**config.mk**
```make
export PLATFORM = sky130hd
export DESIGN_NAME = cpu
export DESIGN_NICKNAME = d
export VERILOG_FILES = /design/src/rtl/cpu_pkg.sv /design/src/rtl/cpu_alu.sv /design/src/rtl/cpu.sv
export SDC_FILE = /design/constraint.sdc
export NUM_CORES = 2
export LEC_CHECK = 0
export CORE_UTILIZATION = 35
export CTS_BUF_LIST = sky130_fd_sc_hd__clkbuf_8 sky130_fd_sc_hd__clkbuf_16
export CTS_CLUSTER_DIAMETER = 100
export DETAILED_ROUTE_END_ITERATION = 6
export PLACE_DENSITY_LB_ADDON = 0.12
export SYNTH_ARGS = -nofsm -noshare
export SYNTH_HDL_FRONTEND = slang
export SYNTH_SLANG_ARGS = --single-unit
```
**constraint.sdc**
```tcl
create_clock -name clock -period 11.25 [get_ports clock]
set_input_delay 2.8125 -clock clock [delete_from_list [all_inputs] [get_ports clock]]
set_output_delay 2.8125 -clock clock [all_outputs]
set_load 0.05 [all_outputs]
```
**src/rtl/cpu_pkg.sv**
```systemverilog
// Shared types and RV32I encoding constants for the multi-cycle cpu.
package cpu_pkg;

    localparam int unsigned XLEN = 32;

    typedef enum logic [1:0] {
        Fetch   = 2'd0,
        Execute = 2'd1,
        Load    = 2'd2
    } state_t;

    typedef enum logic [3:0] {
        ALU_ADD, ALU_SUB, ALU_SLL, ALU_SLT, ALU_SLTU,
        ALU_XOR, ALU_SRL, ALU_SRA, ALU_OR, ALU_AND, ALU_EQ
    } alu_op_t;

    localparam logic [6:0] OPC_LUI    = 7'b0110111;
    localparam logic [6:0] OPC_AUIPC  = 7'b0010111;
    localparam logic [6:0] OPC_JAL    = 7'b1101111;
    localparam logic [6:0] OPC_JALR   = 7'b1100111;
    localparam logic [6:0] OPC_BRANCH = 7'b1100011;
    localparam logic [6:0] OPC_LOAD   = 7'b0000011;
    localparam logic [6:0] OPC_STORE  = 7'b0100011;
    localparam logic [6:0] OPC_IMM    = 7'b0010011;
    localparam logic [6:0] OPC_OP     = 7'b0110011;

    localparam logic [2:0] F3_BEQ  = 3'b000;
    localparam logic [2:0] F3_BNE  = 3'b001;
    localparam logic [2:0] F3_BLT  = 3'b100;
    localparam logic [2:0] F3_BGE  = 3'b101;
    localparam logic [2:0] F3_BLTU = 3'b110;
    localparam logic [2:0] F3_BGEU = 3'b111;

    localparam logic [2:0] F3_LB  = 3'b000;
    localparam logic [2:0] F3_LH  = 3'b001;
    localparam logic [2:0] F3_LBU = 3'b100;
    localparam logic [2:0] F3_LHU = 3'b101;

    localparam logic [2:0] F3_SB = 3'b000;
    localparam logic [2:0] F3_SH = 3'b001;
    localparam logic [2:0] F3_SW = 3'b010;

    localparam logic [2:0] F3_ADD  = 3'b000;
    localparam logic [2:0] F3_SLL  = 3'b001;
    localparam logic [2:0] F3_SLT  = 3'b010;
    localparam logic [2:0] F3_SLTU = 3'b011;
    localparam logic [2:0] F3_XOR  = 3'b100;
    localparam logic [2:0] F3_SR   = 3'b101;
    localparam logic [2:0] F3_OR   = 3'b110;
    localparam logic [2:0] F3_AND  = 3'b111;

    localparam logic [31:0] NOP_INST = 32'h0000_0013;

endpackage

```
**src/rtl/cpu_alu.sv**
```systemverilog
// Combinational ALU: arithmetic, logic, shifts and compares; compares return 0/1.
module cpu_alu
    import cpu_pkg::*;
(
    input  logic [XLEN-1:0] a,
    input  logic [XLEN-1:0] b,
    input  alu_op_t         op,
    output logic [XLEN-1:0] y
);

    always_comb begin
        y = '0;
        case (op)
            ALU_ADD:  y = a + b;
            ALU_SUB:  y = a - b;
            ALU_SLL:  y = a << b[4:0];
            ALU_SLT:  y = {31'b0, ($signed(a) < $signed(b))};
            ALU_SLTU: y = {31'b0, (a < b)};
            ALU_XOR:  y = a ^ b;
            ALU_SRL:  y = a >> b[4:0];
            ALU_SRA:  y = 32'($signed(a) >>> b[4:0]);
            ALU_OR:   y = a | b;
            ALU_AND:  y = a & b;
            ALU_EQ:   y = {31'b0, (a == b)};
            default:  y = '0;
        endcase
    end

endmodule

```
**src/rtl/cpu.sv**
```systemverilog
// Multi-cycle RV32I core: Fetch/Execute (+Load) over a single word-addressed bus.
// Define CPU_REGS_RESET_EN to give the register file an asynchronous clear.
module cpu
    import cpu_pkg::*;
(
    input  logic            clock,
    input  logic            reset,
    output logic [XLEN-1:0] bus_addr,
    input  logic [XLEN-1:0] bus_data_r,
    output logic [XLEN-1:0] bus_data_w,
    output logic [3:0]      bus_mask_w
);

    state_t          state, state_d;
    logic [XLEN-1:0] inst, inst_d;
    logic [XLEN-1:0] pc, pc_d;
    logic [XLEN-1:0] regs [0:31];

    logic [6:0]      opcode;
    logic [4:0]      rd, rs1, rs2;
    logic [2:0]      f3;
    logic            f7b5;
    logic [XLEN-1:0] imm_i, imm_s, imm_b, imm_u, imm_j;
    logic [XLEN-1:0] rs1_v, rs2_v, ea, pc_plus4;
    logic [XLEN-1:0] alu_b, alu_y;
    alu_op_t         alu_op;
    logic [7:0]      ld_byte;
    logic [15:0]     ld_half;
    logic            rf_we;
    logic [XLEN-1:0] rf_wd;

    assign opcode = inst[6:0];
    assign rd     = inst[11:7];
    assign f3     = inst[14:12];
    assign rs1    = inst[19:15];
    assign rs2    = inst[24:20];
    assign f7b5   = inst[30];

    assign imm_i = {{20{inst[31]}}, inst[31:20]};
    assign imm_s = {{20{inst[31]}}, inst[31:25], inst[11:7]};
    assign imm_b = {{19{inst[31]}}, inst[31], inst[7], inst[30:25], inst[11:8], 1'b0};
    assign imm_u = {inst[31:12], 12'b0};
    assign imm_j = {{11{inst[31]}}, inst[31], inst[19:12], inst[20], inst[30:21], 1'b0};

    assign rs1_v    = (rs1 == 5'd0) ? '0 : regs[rs1];
    assign rs2_v    = (rs2 == 5'd0) ? '0 : regs[rs2];
    assign ea       = rs1_v + ((opcode == OPC_STORE) ? imm_s : imm_i);
    assign pc_plus4 = pc + 32'd4;

    // Byte/halfword lane select for loads; the Load cycle recomputes ea from unchanged rs1.
    assign ld_byte = 8'(bus_data_r >> {ea[1:0], 3'b000});
    assign ld_half = ea[1] ? bus_data_r[31:16] : bus_data_r[15:0];

    assign alu_b = (opcode == OPC_OP || opcode == OPC_BRANCH) ? rs2_v : imm_i;

    always_comb begin
        alu_op = ALU_ADD;
        if (opcode == OPC_BRANCH) begin
            case (f3)
                F3_BLT, F3_BGE:   alu_op = ALU_SLT;
                F3_BLTU, F3_BGEU: alu_op = ALU_SLTU;
                default:          alu_op = ALU_EQ;
            endcase
        end else begin
            case (f3)
                F3_ADD:  alu_op = (opcode == OPC_OP && f7b5) ? ALU_SUB : ALU_ADD;
                F3_SLL:  alu_op = ALU_SLL;
                F3_SLT:  alu_op = ALU_SLT;
                F3_SLTU: alu_op = ALU_SLTU;
                F3_XOR:  alu_op = ALU_XOR;
                F3_SR:   alu_op = f7b5 ? ALU_SRA : ALU_SRL;
                F3_OR:   alu_op = ALU_OR;
                F3_AND:  alu_op = ALU_AND;
                default: alu_op = ALU_ADD;
            endcase
        end
    end

    cpu_alu u_alu (
        .a  (rs1_v),
        .b  (alu_b),
        .op (alu_op),
        .y  (alu_y)
    );

    always_comb begin
        state_d    = state;
        inst_d     = inst;
        pc_d       = pc;
        rf_we      = 1'b0;
        rf_wd      = '0;
        bus_addr   = {2'b00, pc[31:2]};
        bus_data_w = '0;
        bus_mask_w = 4'b0000;
        case (state)
            Fetch: begin
                inst_d  = bus_data_r;
                state_d = Execute;
            end
            Execute: begin
                state_d = Fetch;
                pc_d    = pc_plus4;
                case (opcode)
                    OPC_LUI: begin
                        rf_we = 1'b1;
                        rf_wd = imm_u;
                    end
                    OPC_AUIPC: begin
                        rf_we = 1'b1;
                        rf_wd = pc + imm_u;
                    end
                    OPC_JAL: begin
                        rf_we = 1'b1;
                        rf_wd = pc_plus4;
                        pc_d  = pc + imm_j;
                    end
                    OPC_JALR: begin
                        rf_we = 1'b1;
                        rf_wd = pc_plus4;
                        pc_d  = {ea[31:1], 1'b0};
                    end
                    OPC_BRANCH: begin
                        // Odd funct3 values invert the compare (BNE/BGE/BGEU).
                        case (f3)
                            F3_BEQ, F3_BNE, F3_BLT, F3_BGE, F3_BLTU, F3_BGEU:
                                if (alu_y[0] ^ f3[0]) pc_d = pc + imm_b;
                            default: ;
                        endcase
                    end
                    OPC_LOAD: begin
                        bus_addr = {2'b00, ea[31:2]};
                        pc_d     = pc;
                        state_d  = Load;
                    end
                    OPC_STORE: begin
                        bus_addr = {2'b00, ea[31:2]};
                        case (f3)
                            F3_SB: begin
                                bus_data_w = {4{rs2_v[7:0]}};
                                bus_mask_w = 4'b0001 << ea[1:0];
                            end
                            F3_SH: begin
                                bus_data_w = {2{rs2_v[15:0]}};
                                bus_mask_w = 4'b0011 << {ea[1], 1'b0};
                            end
                            F3_SW: begin
                                bus_data_w = rs2_v;
                                bus_mask_w = 4'b1111;
                            end
                            default: ;
                        endcase
                    end
                    OPC_IMM, OPC_OP: begin
                        rf_we = 1'b1;
                        rf_wd = alu_y;
                    end
                    default: ;
                endcase
            end
            Load: begin
                bus_addr = {2'b00, ea[31:2]};
                rf_we    = 1'b1;
                pc_d     = pc_plus4;
                state_d  = Fetch;
                case (f3)
                    F3_LB:   rf_wd = {{24{ld_byte[7]}}, ld_byte};
                    F3_LH:   rf_wd = {{16{ld_half[15]}}, ld_half};
                    F3_LBU:  rf_wd = {24'b0, ld_byte};
                    F3_LHU:  rf_wd = {16'b0, ld_half};
                    default: rf_wd = bus_data_r;
                endcase
            end
            default: state_d = Fetch;
        endcase
    end

    always_ff @(posedge clock or posedge reset) begin
        if (reset) begin
            state <= Fetch;
            pc    <= '0;
            inst  <= NOP_INST;
        end else begin
            state <= state_d;
            pc    <= pc_d;
            inst  <= inst_d;
        end
    end

`ifdef CPU_REGS_RESET_EN
    always_ff @(posedge clock or posedge reset) begin
        if (reset) begin
            for (int i = 0; i < 32; i++) regs[i] <= '0;
        end else if (rf_we && rd != 5'd0) begin
            regs[rd] <= rf_wd;
        end
    end
`else
    // No reset: x0 is re-zeroed every cycle so probes of regs[0] see 0.
    always_ff @(posedge clock) begin
        regs[0] <= '0;
        if (rf_we && rd != 5'd0) regs[rd] <= rf_wd;
    end
`endif

endmodule

```
==> metrics.cfg <==
[sta]
period_needed_ns=10.51
rsz0062_at_grt=no
setup_slack_ns=0.741
setup_tns_ns=0
fin_worst_skew_ns=0.0411
worst_pin_slew_ns=1.39
maxSlewViolCount=0
timing.slew.headroom_pct=4.64
hold_viol_final=0
setup_viol=0
max_freq_ghz=0.0952
period_share_pct=93.4

[logic_synthesis]
ys_ff_latch=1089
synth.distinct_cells=112
yosysTopAreaCell=edfxtp_1
synth_most_common_cell=edfxtp_1
synth_edf_count=992
ys.flop_type=edfxtp_1
ys_seq_area_share_pct=47.2
synth_common_cells=edfxtp_1, mux2i_1, mux4_2, nand2_1, nor2_1
synth_area_um2=67900
syn_avg_cell_area_um2=12.2
yosys_warnings=0
yosys-top-cells-area=edfxtp_1, mux4_2, mux2i_1
synthCells=5547
synth_top_cell_area_share_pct=43.8
async_flop_share_pct=5.97

[layout]
finish.instance_area_um2=76800
multiInputGateArea_um2=34000
fillerInstances=18200
drive_above_1_share_pct=18.3
final_nets=5844
regArea_um2=32100
utilization_pct=39.8
area_growth_syn_to_layout_pct=13.0

[global_route]
grt_max_degree=76
grt_pass1_vias=51700
grt-ovfl-total=0
grt_first_pass_wirelength_um=421000
grt_usage_pct=30.7
grt_antenna_before_repair=9

[die]
initial_utilization_pct=35.2
core_um2=193000
dieArea_um2=196000
fp.dieH_um=443
die_x_um=443
rows=161
num_io_pins=102

[clock_tree]
cts_tree=done
path_clk_slew_ns=0.06
root_buffer=clkbuf_16
clock_path_buffers=3
cts_buffers=132
postCtsResizedCells=0
ctsHoldBuffers=0
post-cts-setup-buffer-count=0
clock_sinks=1089
htree_levels=4
clk_latency_ns=0.82

[pwr]
p_leak_uw=0.0276
powerDensity_nw_per_um2=242
peakVddDrop_v=0.000111

[place]
gp_congestion=0.999
port_buffers=99
hpwl_um=206000
placed_area_um2=72600
pre_cts_ws_ns=1.63

[min_path]
min_path_type=reg -> reg
hold_path_depth=1

[critical_path]
worst-setup-path-type=reg -> out
path_max_fanout=31
ff2ff_path_depth=19
critical_path.max_stage_delay_ns=1.07
crit_arrival_ns=7.70
cp.required_ns=8.44
crit_path_start_kind=flop
cp_cell_sequence=or4b_2 -> o22ai_1 -> a211oi_1 -> a31oi_1 -> ha_1 -> o21a_1 -> o21ai_0 -> a21boi_0 -> a2bb2oi_1 -> o21a_1 -> o31ai_1 -> o31ai_1 -> a211o_1 -> a21oi_1 -> xnor2_1 -> a22o_1 -> clkdlybuf4s50_1
endpoint_kind=output pin
cpMaxStageDelayCell=or4b_2

[route]
routed_wl_um=307000
via_count=53100
ant_nets=0
vias_per_cell=6.43
drc_errors=0
drtIter0Drc=6794
wl_per_cell_um=37.2
drtPass1Iterations=6

[job]
cap_violations=0

[run_status]
status=finished clean

==> sequential cells by signal, indices dropped and copies added (netlist names) <==
register,cells
state,2
pc,31
inst,32
regs,1024
==> layout by cell type (no fill, tap or decap), types with 86 or more instances in the layout <==
cell	Yosys	routed
edfxtp_1	992	992
mux2i_1	429	429
mux4_2	421	421
nand2_1	375	375
nor2_1	352	315
a21oi_1	317	306
o21ai_0	250	244
buf_4	23	211
ha_1	187	186
inv_1	151	182
a22oi_1	144	144
clkbuf_16	0	133
nand3_1	131	131
xnor2_1	110	110
clkdlybuf4s50_1	0	98
nor3_1	87	86
==> cell type report <==
cell class	count	share of cell area, %
well taps	2526	4.12
diodes	3	0.00978
clock buffers	144	4.53
flip-flops and latches	1089	41.8
repair buffers	318	3.57
inverters	158	0.777
clock inverters	99	0.883
multi-input cells	3918	44.3
==> path summary, 6_finish.rpt <==
path                            startpoint      endpoint  slack [ns]
worst max-delay path              inst[15]  bus_addr[27]        0.74
worst min-delay path               inst[2]       inst[2]        0.56
worst min register to register     inst[2]       inst[2]        0.56
min in group asynchronous            reset        pc[29]        2.26
max in group asynchronous            reset      inst[23]        7.59
worst max register to register    inst[16]        pc[24]        2.09
==> kinds of logic after synthesis <==
logic type	Yosys count	share of synthesized area, %
AOI/OAI and AO/OA	1419	14.0
buffers and inverters	573	3.69
muxes	905	21.2
other	1	0.00552
xor gates and xnor gates	152	1.96
adders and majority gates	193	3.62
DFF	1089	47.2
and+or+nand+nor	1215	8.35
==> through the flow <==
| stage | power [µW] | hold WS (ns) | std cells |
|---|---|---|---|
| CTS | 18400 | 0.556 | 8252 |
| detailed placement | 14300 | 0.544 | 8009 |
| floorplan | 10800 | 0.497 | 5580 |
| global placement | 14300 | 0.552 | 8009 |
| finish | 18600 | 0.562 | 8255 |
| global route | 19300 | 0.596 | 8252 |
==> layer usage <==
metal  global-route usage [%]  part of all wire [%]  up-vias
li1                         -                     -    22100
met1                     41.5                    42    27600
met2                     47.2                    45     2858
met3                     6.01                   8.3      576
met4                     14.8                   5.3        4
met5                        0                 0.011        -
==> worst max-delay path: cells and delay by family (launching register included) <==
family / cells / cell delay [ns]
AO/OA/AOI/OAI: 13 / 3.67
XOR/XNOR: 1 / 0.18
adder cells (fa/ha/maj): 1 / 0.44
buffers and inverters: 1 / 0.79
flip-flops: 1 / 0.72
AND/OR/NAND/NOR: 1 / 1.07
==> where the power goes <==
part           switching (µW)  internal, µW
sequential                308          4470
clock                    1800          2310
combinational            6490          3210
total                    8600          9990
No activity file was read; power rests on OpenSTA's default activity.
